<file path="src/rtl/sect571k1_pkg.sv">
// Shared sect571k1 / GF(2^571) constants, FSM state type and generator point.
package sect571k1_pkg;

  localparam int unsigned M = 571;

  // Low part of f(z) = z^571 + z^10 + z^5 + z^2 + 1
  localparam logic [M-1:0] RED_POLY = {{(M-11){1'b0}}, 11'h425};

  typedef enum logic [2:0] {IDLE, MUL1, MUL2, MUL3, CMP} state_e;

  localparam logic [M-1:0] GX = 571'h26EB7A8_59923FBC_82189631_F8103FE4_AC9CA297_0012D5D4_60248048_01841CA4_43709584_93B205E6_47DA304D_B4CEB08C_BBD1BA39_494776FB_988B4717_4DCA88C7_E2945283_A01C8972;
  localparam logic [M-1:0] GY = 571'h349DC80_7F4FBF37_4F4AEADE_3BCA9531_4DD58CEC_9F307A54_FFC61EFC_006D8A2C_9D4979C0_AC44AEA7_4FBEBBB9_F772AEDC_B620B01A_7BA7AF1B_320430C8_591984F6_01CD4C14_3EF1C7A3;

endpackage

</file>
<file path="src/rtl/gf2m571_mul_serial.sv">
// MSB-first bit-serial GF(2^571) multiplier, one operand bit per cycle.
// The load cycle already consumes b[570], so a product takes 571 edges in total.
module gf2m571_mul_serial
  import sect571k1_pkg::*;
(
  input  logic         clk,
  input  logic         rst_n,
  input  logic         clr,
  input  logic         load,
  input  logic [M-1:0] a,
  input  logic [M-1:0] b,
  output logic         busy,
  output logic         rdy,
  output logic [M-1:0] p
);

  localparam logic [9:0] FIRST_CNT = 10'(M - 2);

  logic [M-1:0] acc_q, a_q, b_q;
  logic [9:0]   cnt_q;
  logic         busy_q, rdy_q;

  function automatic logic [M-1:0] mulz(input logic [M-1:0] v);
    return {v[M-2:0], 1'b0} ^ (v[M-1] ? RED_POLY : '0);
  endfunction

  always_ff @(posedge clk or negedge rst_n) begin
    if (!rst_n) begin
      acc_q  <= '0;
      a_q    <= '0;
      b_q    <= '0;
      cnt_q  <= '0;
      busy_q <= 1'b0;
      rdy_q  <= 1'b0;
    end else if (clr) begin
      acc_q  <= '0;
      a_q    <= '0;
      b_q    <= '0;
      cnt_q  <= '0;
      busy_q <= 1'b0;
      rdy_q  <= 1'b0;
    end else if (load) begin
      acc_q  <= b[M-1] ? a : '0;
      a_q    <= a;
      b_q    <= {b[M-2:0], 1'b0};
      cnt_q  <= FIRST_CNT;
      busy_q <= 1'b1;
      rdy_q  <= 1'b0;
    end else if (busy_q) begin
      acc_q <= mulz(acc_q) ^ (b_q[M-1] ? a_q : '0);
      b_q   <= {b_q[M-2:0], 1'b0};
      if (cnt_q == '0) begin
        busy_q <= 1'b0;
        rdy_q  <= 1'b1;
      end else begin
        cnt_q <= cnt_q - 10'd1;
      end
    end else begin
      rdy_q <= 1'b0;
    end
  end

  assign busy = busy_q;
  assign rdy  = rdy_q;
  assign p    = acc_q;

endmodule

</file>
<file path="config.mk">
export PLATFORM = sky130hd
export DESIGN_NAME = gf2m571_mul_serial
export DESIGN_NICKNAME = d
export VERILOG_FILES = /design/src/rtl/sect571k1_pkg.sv /design/src/rtl/gf2m571_mul_serial.sv
export SDC_FILE = /design/constraint.sdc
export NUM_CORES = 2
export LEC_CHECK = 0
export BUFFER_PORTS_ARGS = -buffer_cell sky130_fd_sc_hd__buf_4
export CORE_AREA = 8 8 671 673
export DETAILED_ROUTE_END_ITERATION = 16
export DIE_AREA = 0 0 679 681
export RECOVER_POWER = 100
export SYNTH_ARGS = -nofsm -noshare
export SYNTH_HDL_FRONTEND = slang
export SYNTH_SLANG_ARGS = --single-unit
</file>
<file path="constraint.sdc">
create_clock -name clk -period 2.4 [get_ports clk]
set_input_delay 0.36 -clock clk [delete_from_list [all_inputs] [get_ports clk]]
set_output_delay 0.36 -clock clk [all_outputs]
set_load 0.01 [all_outputs]
</file>
# Word level (Yosys, flattened, before mapping)

Index checks and enable logic that the tools add are counted.

Register bits: 1725
Latch bits: 0
Bits in writable memories: 0
ROM bits: 0
Input bits: 1146
Output and inout port bits: 573
Memories: 0

$add $sub $neg: 1
$mul: 0
Divide/modulo/power cells: 0
$lt $le $gt $ge: 0
Equal/unequal tests: 2
Shift operators: 0
Multiplexer cells: 23
Bitwise logic cells: 2
Reduce and logical (&&, ||, !) cells: 4

Operators by type and width:

| operator              | count |
|---|---|
| $mux 571              | 10 |
| $xor 571x11->571      | 1 |
| $xor 571x571->571     | 1 |
| $mux 10               | 4 |
| $mux 11               | 1 |
| $logic_not 10->1      | 1 |
| $sub 10x1->10 const B | 1 |
| $mux 1                | 8 |
| $ne 4x3->1 const B    | 1 |
| $ne 3x3->1 const B    | 1 |
| $reduce_bool 3->1     | 1 |
| $reduce_and 2->1      | 1 |
| $reduce_bool 2->1     | 1 |

# Logic depth before layout (Yosys ltp)

Depth after elaboration: 6
Mapped depth: 9
Depth with buffers taken out: 6

# Least setup slack after synthesis

No wires, ideal clock.

Kind: input to register
Start point: input port load
End point: register acc_q[514], in the netlist p[514]
Data arrival time: 1480 ps
Setup slack: 799 ps
Cell stages on the path: 9
Cell sequence: buf_4 > and2_1 > clkbuf_1 > buf_2 > buf_2 > buf_4 > nand2_1 > o21ai_0 > a22o_1

Word-level cells in the longest chain between the ends: 2
Elaborated cells on any way between the ends: 3

Ends and longest elaborated chain:

| what                 | line                     | source |
|---|---|---|
| from (decl)          | gf2m571_mul_serial.sv:9  | `input logic load,` |
| $mux 571             | gf2m571_mul_serial.sv:42 | `end else if (load) begin` |
| $mux 571             | gf2m571_mul_serial.sv:35 | `end else if (clr) begin` |
| to (signal assigned) | gf2m571_mul_serial.sv:43 | `acc_q <= b[M-1] ? a : '0;` |
| to (signal assigned) | gf2m571_mul_serial.sv:50 | `acc_q <= mulz(acc_q) ^ (b_q[M-1] ? a_q : '0);` |
| to (decl)            | gf2m571_mul_serial.sv:19 | `logic [M-1:0] acc_q, a_q, b_q;` |

Several ways; a longest one is shown, not always the timed one.
A chain may end at the register's enable or synchronous reset.

# Worst setup path in the final report

Start point: input port load
End point: register acc_q[305], in the netlist p[305]

Same word-level chain as after synthesis.

==> results.yml <==
outcome:
  outcome: "finished, violations left"
  violations: "max-capacitance violations, max-slew violations"
timing:
  slew_headroom: -0.108
  setup_viol: 0
  fmax_mhz: 425
  fin_skew_ps: 62.6
  hold_violations: 0
  final_max_slew_viol_count: 35
  worstMarginPinSlew_ps: 1660
  finalSetupTns_ps: 0
  fin_crit_sh: 0.979
  rsz0062_at_grt: "no"
  period_needed_ps: 2350
logic_synthesis:
  syn_area_mm2: 0.0848
  synth_ff_type: "dfrtp_1"
  synth_top_family_by_area: "multiplexers"
  yosys.area.top_type_share: 0.509
  yosys.cell_types.count: 42
  synthCells: 8793
  synth_fa_ha_area_frac: 0.000148
  synth_common_cells: "nor2_1 (1750), dfrtp_1 (1724), nand2_1 (1148), mux2i_1 (1141), a21oi_1 (602)"
  synth_area_leaders: "dfrtp_1 (51%), mux2i_1 (13%), nor2_1 (7.7%)"
  synth_mux_area_frac: 0.135
  synthXorXnorAreaFrac: 0.0595
  synthArstFlopShare: 1.00
  yosys.area_share.simple: 0.130
  synth_nets: 9940
  synth_edf_count: 0
  synth-compound-area-share: 0.126
  yosysMostFrequentCell: "nor2_1"
  synth.avg_cell_area_um2: 9.64
  synth_area_leader_cell: "dfrtp_1"
  yosysWarnings: 0
  ys_ff_latch: 1724
  synth-seq-area-share: 0.509
placement:
  gp_congestion: 0.912
  hpwl_mm: 325
  portBuffers: 1718
critical_path:
  start_kind: "input port"
  critPathMaxFanout: 35
  r2r_end: "p[420]"
  cp-end-kind: "flop"
  path_cells: "dlygate4sd3_1 -> buf_16 -> buf_12 -> clkbuf_2 -> buf_4 -> o21ai_0 -> a22o_1"
  cp-startpoint: "load"
  r2r_cells: 5
  r2r_start: "busy"
  criticalPathCategory: "in2reg"
  ff2ff_setup_slack_ps: 130
  cpPeakStageDelay_ps: 690
  crit_arrival_ps: 3100
  slowest_stage: "clkbuf_2"
  crit_end: "p[305]"
  crit_required_ps: 3150
cells_and_area:
  layout-drive-gt1-share: 0.160
  areaGrowthSynthToFinish_pct: 43.2
  fin_util: 0.276
  final_nets: 12700
  fillers: 46300
power_and_ir_drop:
  leakage_uw: 0.0551
  total_power_uw: 77600
  vdd_ir_drop_max_v: 0.000608
  power.density_mw_per_mm2: 639
clock_tree:
  numCtsBuffers: 207
  root_buffer: "clkbuf_16"
  cts_tree: "yes"
  clock-sinks: 1724
  clk_path_buf_depth: 4
  cts.clk_slew.worst_paths_ps: 60
  htreeDepth: 4
  clock_latency_ps: 890
global_routing:
  grt_pass1_vias: 78100
  grt_overflow: 0
  antenna_found_initial: 136
  track_usage: 0.174
  grt_pass1_wl_mm: 595
  grt_max_degree: 139
drt:
  ant_nets: 0
  vias: 78400
  route.detailed.drc: 0
  wl_per_cell_um: 24.1
  drtPass1Iterations: 6
  drt_iter0_markers: 5682
  vias_per_cell: 4.46
  drt_wl_total_mm: 424
die:
  die_h_um: 681
  fp-row-count: 244
  core_mm2: 0.440
  fp.dieW_um: 679
  initial_utilization: 0.193
  ioPinCount: 1719
  die_area_mm2: 0.462
job:
  cap_violations: 1
hold_path:
  hp-class: "in2reg"
-- worst min path at each step --
stage / from / to / slack, ps / depth (start not counted)
floorplan: rst_n / a_q[0] / 60 / 0
global placement: rst_n / a_q[302] / 410 / 1
detailed placement: rst_n / a_q[302] / 410 / 1
CTS: rst_n / a_q[302] / 60 / 2
global route: b[468] / b_q[469] / 190 / 4
finish: b[457] / b_q[458] / 250 / 4
-- registers in the layout, summed over array words and instances, names as in the netlist --
| signal | count |
|---|---|
| a_q | 571 |
| p | 571 |
| b_q | 570 |
| cnt_q | 10 |
| busy | 1 |
| rdy | 1 |
-- power by group --
group | internal (uW) | total (uW) | switching (uW) | leakage [uW]
logic | 5510 | 12800 | 7260 | 0.0285
registers | 30600 | 32000 | 1360 | 0.0231
clock network | 19400 | 32900 | 13500 | 0.00342
-- metal layers --
metal / routed length (um) / global-route usage / up-vias
met5: 305 / 0 / -
met4: 29300 / 0.0935 / 48
met3: 38300 / 0.0563 / 958
met2: 197000 / 0.286 / 3147
met1: 159000 / 0.201 / 38900
li1: - / - / 35300
-- layout by cell type, fill, tap and decap left out, types with 208 or more instances in the layout --
master,n
nor2_1,1749
dfrtp_1,1722
buf_4,1299
nand2_1,1148
dlygate4sd3_1,1146
mux2i_1,1141
a21oi_1,602
clkbuf_1,577
xor2_1,546
a22o_1,543
o21ai_0,515
clkbuf_16,208
-- critical path, delay by kind of cell --
kind / cells / cell delay, ps
buf+inv: 5 / 2190
compound gates: 2 / 380
-- what timing repair did --
item | in CTS | in global routing
setup endpoints to repair | 1 | 0
setup buffers | 0 | 0
gates resized for setup | 1 | 0
hold endpoints to repair | 2930 | 0
hold buffers | 1146 | 0
-- logic make-up after synthesis --
family	Yosys count
xor+xnor	576
fa+ha+maj	1
flops	1724
buf+inv	705
mux	1142
simple gates	2920
compound gates	1725
-- per-stage QoR --
stage | hold WS, ps | cells | instance area, um2 | setup WS (ps)
final | 255 | 17600 | 121000 | 49.7
after CTS | 60.9 | 17500 | 124000 | 5.57
after global placement | 406 | 15900 | 105000 | 407
after floorplan | 64.4 | 8793 | 84800 | 799
after detailed placement | 410 | 15900 | 105000 | 427
after global routing | 188 | 17500 | 121000 | 31.5
-- cell type report --
cell class | instances | area [um2] | share of cell area
flip-flops and latches | 1724 | 43100 | 0.355
diodes | 117 | 293 | 0.00241
repair buffers | 3207 | 25500 | 0.210
inverters | 5 | 18.8 | 0.000155
multi-input cells | 6364 | 38300 | 0.315
clock buffers | 305 | 5970 | 0.0492
well taps | 5781 | 7230 | 0.0596
clock inverters | 67 | 1030 | 0.00851
No activity file was read; power rests on OpenSTA's default activity.
